**config.mk**
```make
export PLATFORM = sky130hd
export DESIGN_NAME = mac_pe_cfg
export DESIGN_NICKNAME = d
export VERILOG_FILES = /design/src/rtl/mac_pe_cfg.sv
export SDC_FILE = /design/constraint.sdc
export NUM_CORES = 1
export LEC_CHECK = 0
export CORE_AREA = 2 2 155 172
export DETAILED_ROUTE_END_ITERATION = 7
export DIE_AREA = 0 0 157 174
export MAX_ROUTING_LAYER = met4
export PLACE_DENSITY = 0.74
export SYNTH_ARGS = -nofsm -noshare
export SYNTH_HDL_FRONTEND = slang
export SYNTH_SLANG_ARGS = --single-unit
```
**constraint.sdc**
```tcl
create_clock -name clk -period 8.2 [get_ports clk]
set_input_delay 1.23 -clock clk [delete_from_list [all_inputs] [get_ports clk]]
set_output_delay 1.23 -clock clk [all_outputs]
set_load 0.05 [all_outputs]
```
**src/rtl/mac_pe_cfg.sv**
```systemverilog
// rtl/mac_pe_cfg.sv - mode-configurable systolic MAC processing element (chain psum / output-stationary)
module mac_pe_cfg #(
    parameter int IFMAP_W = 16,
    parameter int W_W     = 8,
    parameter int ACC_W   = 32,
    parameter int LEN_W   = 10,
    parameter bit SAT     = 1'b1
) (
    input  logic                      clk,
    input  logic                      rst,
    input  logic                      mode,
    input  logic                      start,
    input  logic [LEN_W-1:0]          acc_len,
    input  logic                      in_valid,
    input  logic signed [IFMAP_W-1:0] ifmap_in,
    input  logic signed [W_W-1:0]     w_in,
    input  logic signed [ACC_W-1:0]   psum_in,
    input  logic                      psum_ready_in,
    output logic                      valid_out,
    output logic signed [IFMAP_W-1:0] ifmap_out,
    output logic signed [W_W-1:0]     w_out,
    output logic signed [ACC_W-1:0]   psum_out,
    output logic                      psum_valid_out,
    output logic                      busy,
    output logic                      ovf
);

    localparam int P_W = IFMAP_W + W_W;

    typedef enum logic [1:0] {
        IDLE  = 2'd0,
        ACC   = 2'd1,
        DRAIN = 2'd2
    } state_t;

    state_t                   state;
    logic [LEN_W-1:0]         cnt;
    logic signed [ACC_W-1:0]  acc;

    logic signed [P_W-1:0]    prod_full;
    logic signed [ACC_W-1:0]  prod;
    logic [ACC_W:0]           chain_add;
    logic [ACC_W:0]           acc_add;

    // Returns {overflow, result}; the extra MSB of the widened sum is the true sign.
    function automatic logic [ACC_W:0] add_sat(input logic [ACC_W-1:0] a, input logic [ACC_W-1:0] b);
        logic [ACC_W:0]   s;
        logic             ov;
        logic [ACC_W-1:0] r;
        s  = {a[ACC_W-1], a} + {b[ACC_W-1], b};
        ov = s[ACC_W] ^ s[ACC_W-1];
        r  = s[ACC_W-1:0];
        if (ov && SAT) begin
            r = s[ACC_W] ? {1'b1, {(ACC_W-1){1'b0}}} : {1'b0, {(ACC_W-1){1'b1}}};
        end
        return {ov, r};
    endfunction

    assign prod_full = P_W'(ifmap_out) * P_W'(w_out);
    assign prod      = ACC_W'(prod_full);
    assign chain_add = add_sat(prod, psum_in);
    assign acc_add   = add_sat(acc, prod);

    always_ff @(posedge clk) begin
        if (rst) begin
            valid_out      <= 1'b0;
            ifmap_out      <= '0;
            w_out          <= '0;
            psum_out       <= '0;
            psum_valid_out <= 1'b0;
            busy           <= 1'b0;
            ovf            <= 1'b0;
            acc            <= '0;
            cnt            <= '0;
            state          <= IDLE;
        end else begin
            valid_out <= in_valid;
            if (in_valid) begin
                ifmap_out <= ifmap_in;
                w_out     <= w_in;
            end

            // Once a job is latched the FSM owns the psum path regardless of mode.
            case (state)
                IDLE: begin
                    if (!mode) begin
                        psum_valid_out <= valid_out;
                        if (valid_out) begin
                            psum_out <= chain_add[ACC_W-1:0];
                            if (chain_add[ACC_W]) ovf <= 1'b1;
                        end
                    end else begin
                        psum_valid_out <= 1'b0;
                        if (start) begin
                            acc  <= '0;
                            ovf  <= 1'b0;
                            busy <= 1'b1;
                            if (acc_len != '0) begin
                                cnt   <= acc_len;
                                state <= ACC;
                            end else begin
                                psum_out       <= '0;
                                psum_valid_out <= 1'b1;
                                state          <= DRAIN;
                            end
                        end
                    end
                end
                ACC: begin
                    if (valid_out) begin
                        acc <= acc_add[ACC_W-1:0];
                        cnt <= cnt - LEN_W'(1);
                        if (acc_add[ACC_W]) ovf <= 1'b1;
                        if (cnt == LEN_W'(1)) begin
                            psum_out       <= acc_add[ACC_W-1:0];
                            psum_valid_out <= 1'b1;
                            state          <= DRAIN;
                        end
                    end
                end
                DRAIN: begin
                    if (psum_ready_in) begin
                        psum_valid_out <= 1'b0;
                        busy           <= 1'b0;
                        state          <= IDLE;
                    end
                end
                default: begin
                    psum_valid_out <= 1'b0;
                    busy           <= 1'b0;
                    state          <= IDLE;
                end
            endcase
        end
    end

endmodule

```
# == Yosys cells after proc, flatten, opt, wreduce, memory -nomap -nowiden ==
# Cells that the tools add are included.
# op_classes
n_mul,1
reduce_logical,10
eq_ne,14
n_mux,44
bitwise_logic,3
magnitude_cmp,0
n_shift,0
n_addsub,3
div_mod_pow,0
# ops
cell,count
$mux 32,13
$pmux 32 s2,2
$mux 10,4
$add 24x32->33,1
$add 32x24->33,1
$mul 16x8->24,1
$pmux 10 s2,1
$mux 1,14
$ne 2x2->1 const B,7
$mux 2,6
$ne 3x3->1 const B,4
$reduce_and 6->1,2
$eq 10x1->1 const B,1
$reduce_and 5->1,2
$reduce_bool 10->1,1
$sub 10x1->10 const B,1
$reduce_and 4->1,2
$pmux 1 s3,2
$pmux 2 s3,1
$reduce_and 3->1,1
$eq 2x1->1 const B,1
$eq 2x2->1 const B,1
$logic_not 2->1,1
$pmux 1 s2,1
other kinds (3),4
# totals
register_bits,104
rom_bits,0
mem_count,0
inputBits,72
latch_bits,0
elab_cells,85
output_inout_bits,60
ram_bits,0

# == Longest topological paths before layout ==
# logic_depth
ltp_word,7
depth_mapped,32
ltp_nobuf,29

# == Worst setup path after synthesis ==
# OpenSTA, ideal clock, no wires.
# synth_timing
path_type,register -> register
start,reg w_out[2]
end,reg psum_out[10]
setup_time_ps,91
period_less_slack_ps,8639
path_stages_with_launch,31
path_slack_ps,-439
n_path_buf,3
arrival_time_ps,8548
path_cell_list,dfxtp_1 -> clkbuf_1 -> nand2_1 -> fa_1 -> inv_1 -> fa_1 -> fa_1 -> inv_1 -> fa_1 -> inv_1 -> ha_1 -> nand2_1 -> nor2_1 -> nand3_1 -> a211oi_1 -> nor2_1 -> a211o_1 -> and3_1 -> a311oi_1 -> ha_1 -> buf_2 -> a21o_1 -> a31o_2 -> a31oi_1 -> o21ai_0 -> a221oi_1 -> o211ai_1 -> xor2_1 -> buf_4 -> o211ai_1 -> a311oi_1
# synth_between
elab_chain_len,7
# synth_rtl
item,line,rtl
"start, declared",21,"output logic signed [W_W-1:0] w_out,"
"start signal, assigned",80,w_out <= w_in;
$mul 16x8->24 (*),59,assign prod_full = P_W'(ifmap_out) * P_W'(w_out);
$add 32x24->33 or $add 24x32->33 (tied branches),50,"s = {a[ACC_W-1], a} + {b[ACC_W-1], b};"
$mux 32 or $xor 1x1->1 (tied branches),"54, 51",
$mux 32,53,if (ov && SAT) begin
$mux 32 (on tied branches),"114, 88",
$mux 32 (on tied branches),"110, 86",
$pmux 32 s2 (*),84,case (state)
"end signal, assigned",89,psum_out <= chain_add[ACC_W-1:0];
"end signal, assigned",115,psum_out <= acc_add[ACC_W-1:0];
"end, declared",22,"output logic signed [ACC_W-1:0] psum_out,"
# Every way passes the cells marked *; elsewhere a longest branch is shown, timed or not. The select of a mux whose other input is x is not followed.
# A chain may end at the register's enable or synchronous reset.

# == Final worst setup path ==
# layout_timing
start,reg w_out[7]
end,reg psum_out[27]
# Same word-level chain as after synthesis.

==> results.cfg <==
[route]
wl_per_cell_um = 17.0
ant_nets = 0
drc = 0
via_count = 11400
drtIter0Drc = 801
drt_wl_total_um = 33900
dr.pass1.iters = 5
avgViaCountPerCell = 5.73

[synthesis]
syn_area_mm2 = 0.0126
synth_area_leaders = fa_1 17%, dfxtp_1 16%, ha_1 11%, nor2_1 5.0%, inv_1 4.8%
ys_warn_count = 0
synth_ff_type = dfxtp_1
synth.distinct_cells = 76
synth_fa_ha_area_share_pct = 27.8
synth_seq_area_share_pct = 16.5
synth-edff-count = 0
ys_seq_elements = 104
synth_common_cells = 169 x nor2_1, 161 x inv_1, 113 x ha_1
synth-compound-area-share_pct = 22.9
avgSynthCellArea_um2 = 8.19
synth_top_area_share_pct = 16.6
synth.most_common_cell = nor2_1
synthesis.nets = 1833
synth_xor_area_share_pct = 5.20
synthMuxAreaShare_pct = 1.98
synthArstFlopShare_pct = 0
synth_top_area_cell = fa_1
syn_inst = 1543
synth_top_family_by_area = adder cells
synthSimpleGateAreaFrac_pct = 18.1

[worst_setup_path]
max_stage_delay_ns = 0.53
critPathSlowestCell = fa_1
cp_data_required_time_ns = 8.46
critical_path_class = register to register
crit_fanout = 31
cp-end-kind = register
path_buf_inv = 7
critPathArrivalTime_ns = 8.02
crit_top_cell = a21oi_1
cp_top_family = compound AO/OA/AOI/OAI gates
cp-start-kind = register

[hold_path]
hp-class = register to register

[timing]
layout_min_cycle_time_ns = 7.76
hold_violations = 0
setup_ws_ns = 0.438
final-max-slew-violation-count = 0
max_freq_ghz = 0.129
setup_viol = 0
worstMarginPinSlew_ns = 1.18
final.period_utilization_pct = 94.7
fin_setup_tns_ns = 0
skew_ns = 0.0159
slew_headroom_pct = 21.3

[placed_design]
place_hpwl_um = 26600
routabilityCongestion = 0.932
place_inst = 1972
port-buffer-count = 131
place_ws_ns = -0.0414

[pwr]
ir_drop_v = 0.0000918
p_sw_share_pct = 46.0
p_leak_uw = 0.00655
power_uw = 2570
switchingPower_uw = 1180
power.internal_uw = 1390
pwr-share-comb_pct = 58.4
power_frac_seq_pct = 24.0
clock_power_share_pct = 17.6
pwr_density_cell_mw_per_mm2 = 176

[cells_and_area]
diodes = 0
fin_cells = 1991
area_growth_pct = 15.6
nets = 1924
drive_gt1_share_pct = 5.37

[global_route]
grt_pass1_vias = 11000
grt_pass1_wl_um = 54500
antenna_found_initial = 0
grt_max_degree = 105
gr-usage-all-layers_pct = 25.4
overflow = 0

[clocking]
cts.sinks = 104
root_buffer = clkbuf_16
ctsLongestPathBuffers = 2
cts_tree = done
numCtsBuffers = 9
clk_pin_slew_worst_paths_ns = 0.07
insertion_delay_ns = 0.37
cts_max_level = 3
hold_buffers = 0

[outcome]
status = finished, final reports clean

[die]
ios = 132
fp.coreArea_mm2 = 0.0257
die_h_um = 174
die_area_mm2 = 0.0273
row_count = 62
die_x_um = 157
start_util_pct = 49.2

[job]
drv_cap = 0
## final cells by class
cell class / count / area [um2]
fill: 2345 / 11100
clock buffer: 12 / 246
timing repair buffer: 151 / 1480
multi-input combinational: 1207 / 9670
inverter: 161 / 608
clock inverter: 4 / 51.3
sequential: 104 / 2110
tap: 352 / 440
## timing repair
action | CTS | global route
gates resized for setup | 4 | 23
pin swaps | 0 | 1
endpoints found under the setup margin | 21 | 63
buffers inserted | 0 | 3
## path summary, 6_finish.rpt
check / slack [ns] / start / endpoint / depth (start not counted)
setup / recovery: 0.44 / w_out[7] / psum_out[27] / 30
hold / removal: 0.50 / psum_out[26] / psum_out[26] / 2
setup reg to reg: 0.44 / w_out[7] / psum_out[27] / 30
hold reg to reg: 0.50 / psum_out[26] / psum_out[26] / 2
## metrics by stage
step	hold slack, ns	util [%]	area (um2)
finish	0.500	56.9	14600
global route	0.519	56.9	14600
CTS	0.501	56.6	14500
detailed placement	0.484	55.4	14200
global placement	0.478	55.4	14200
floorplan	0.470	-	12600
## metal layers
layer,track usage (%),routed length [um],part of all wire (%)
met2,42.1,16600,49
met1,32.3,14800,44
met5,-,0,0
met4,8.56,971,2.9
met3,2.89,1540,4.5
## power by group through the flow
stage                     logic (uW)  clock network, uW  registers, uW
after detailed placement        1470                  0            628
after global routing            1640                479            626
after CTS                       1480                460            617
after global placement          1450                  0            627
after floorplan                 1010                  0            688
final                           1500                452            618
## cells in the final DEF (no fill, tap or decap), drive strengths merged, types with 19 or more instances in the layout
| cell | Yosys | routed |
|---|---|---|
| o211ai | 45 | 45 |
| nor3 | 19 | 19 |
| xor2 | 32 | 32 |
| ha | 113 | 113 |
| dfxtp | 104 | 104 |
| clkdlybuf4s50 | 0 | 130 |
| buf | 20 | 21 |
| a21o | 40 | 40 |
| inv | 161 | 161 |
| nand2 | 85 | 85 |
| a311oi | 30 | 30 |
| a211oi | 51 | 51 |
| fa | 105 | 105 |
| nor2 | 170 | 170 |
| and2 | 94 | 94 |
| o21ai | 57 | 57 |
| a21oi | 116 | 116 |
| mux2i | 25 | 25 |
| xnor2 | 43 | 43 |
## registers in the layout, indices dropped and copies added, names as in the netlist
signal	flops
w_out	8
valid_out	1
psum_out	32
acc	32
ifmap_out	16
ovf	1
state	2
cnt	10
psum_valid_out	1
busy	1
## worst register-to-register path: cells and delay by family, from the launching register on
family                   cells  cell delay (ns)
AO/OA/AOI/OAI               15             3.31
multiplexers                 1             0.26
buffers and inverters        7             0.82
XOR/XNOR                     1             0.18
flip-flops                   1             0.44
adder cells (fa/ha/maj)      6             2.66
## kinds of logic after synthesis
kind of cell / Yosys count
compound gates: 426
xor+xnor: 75
fa+ha+maj: 218
buf+inv: 232
flops: 104
mux: 25
simple gates: 463
No activity file was read; power rests on OpenSTA's default activity.
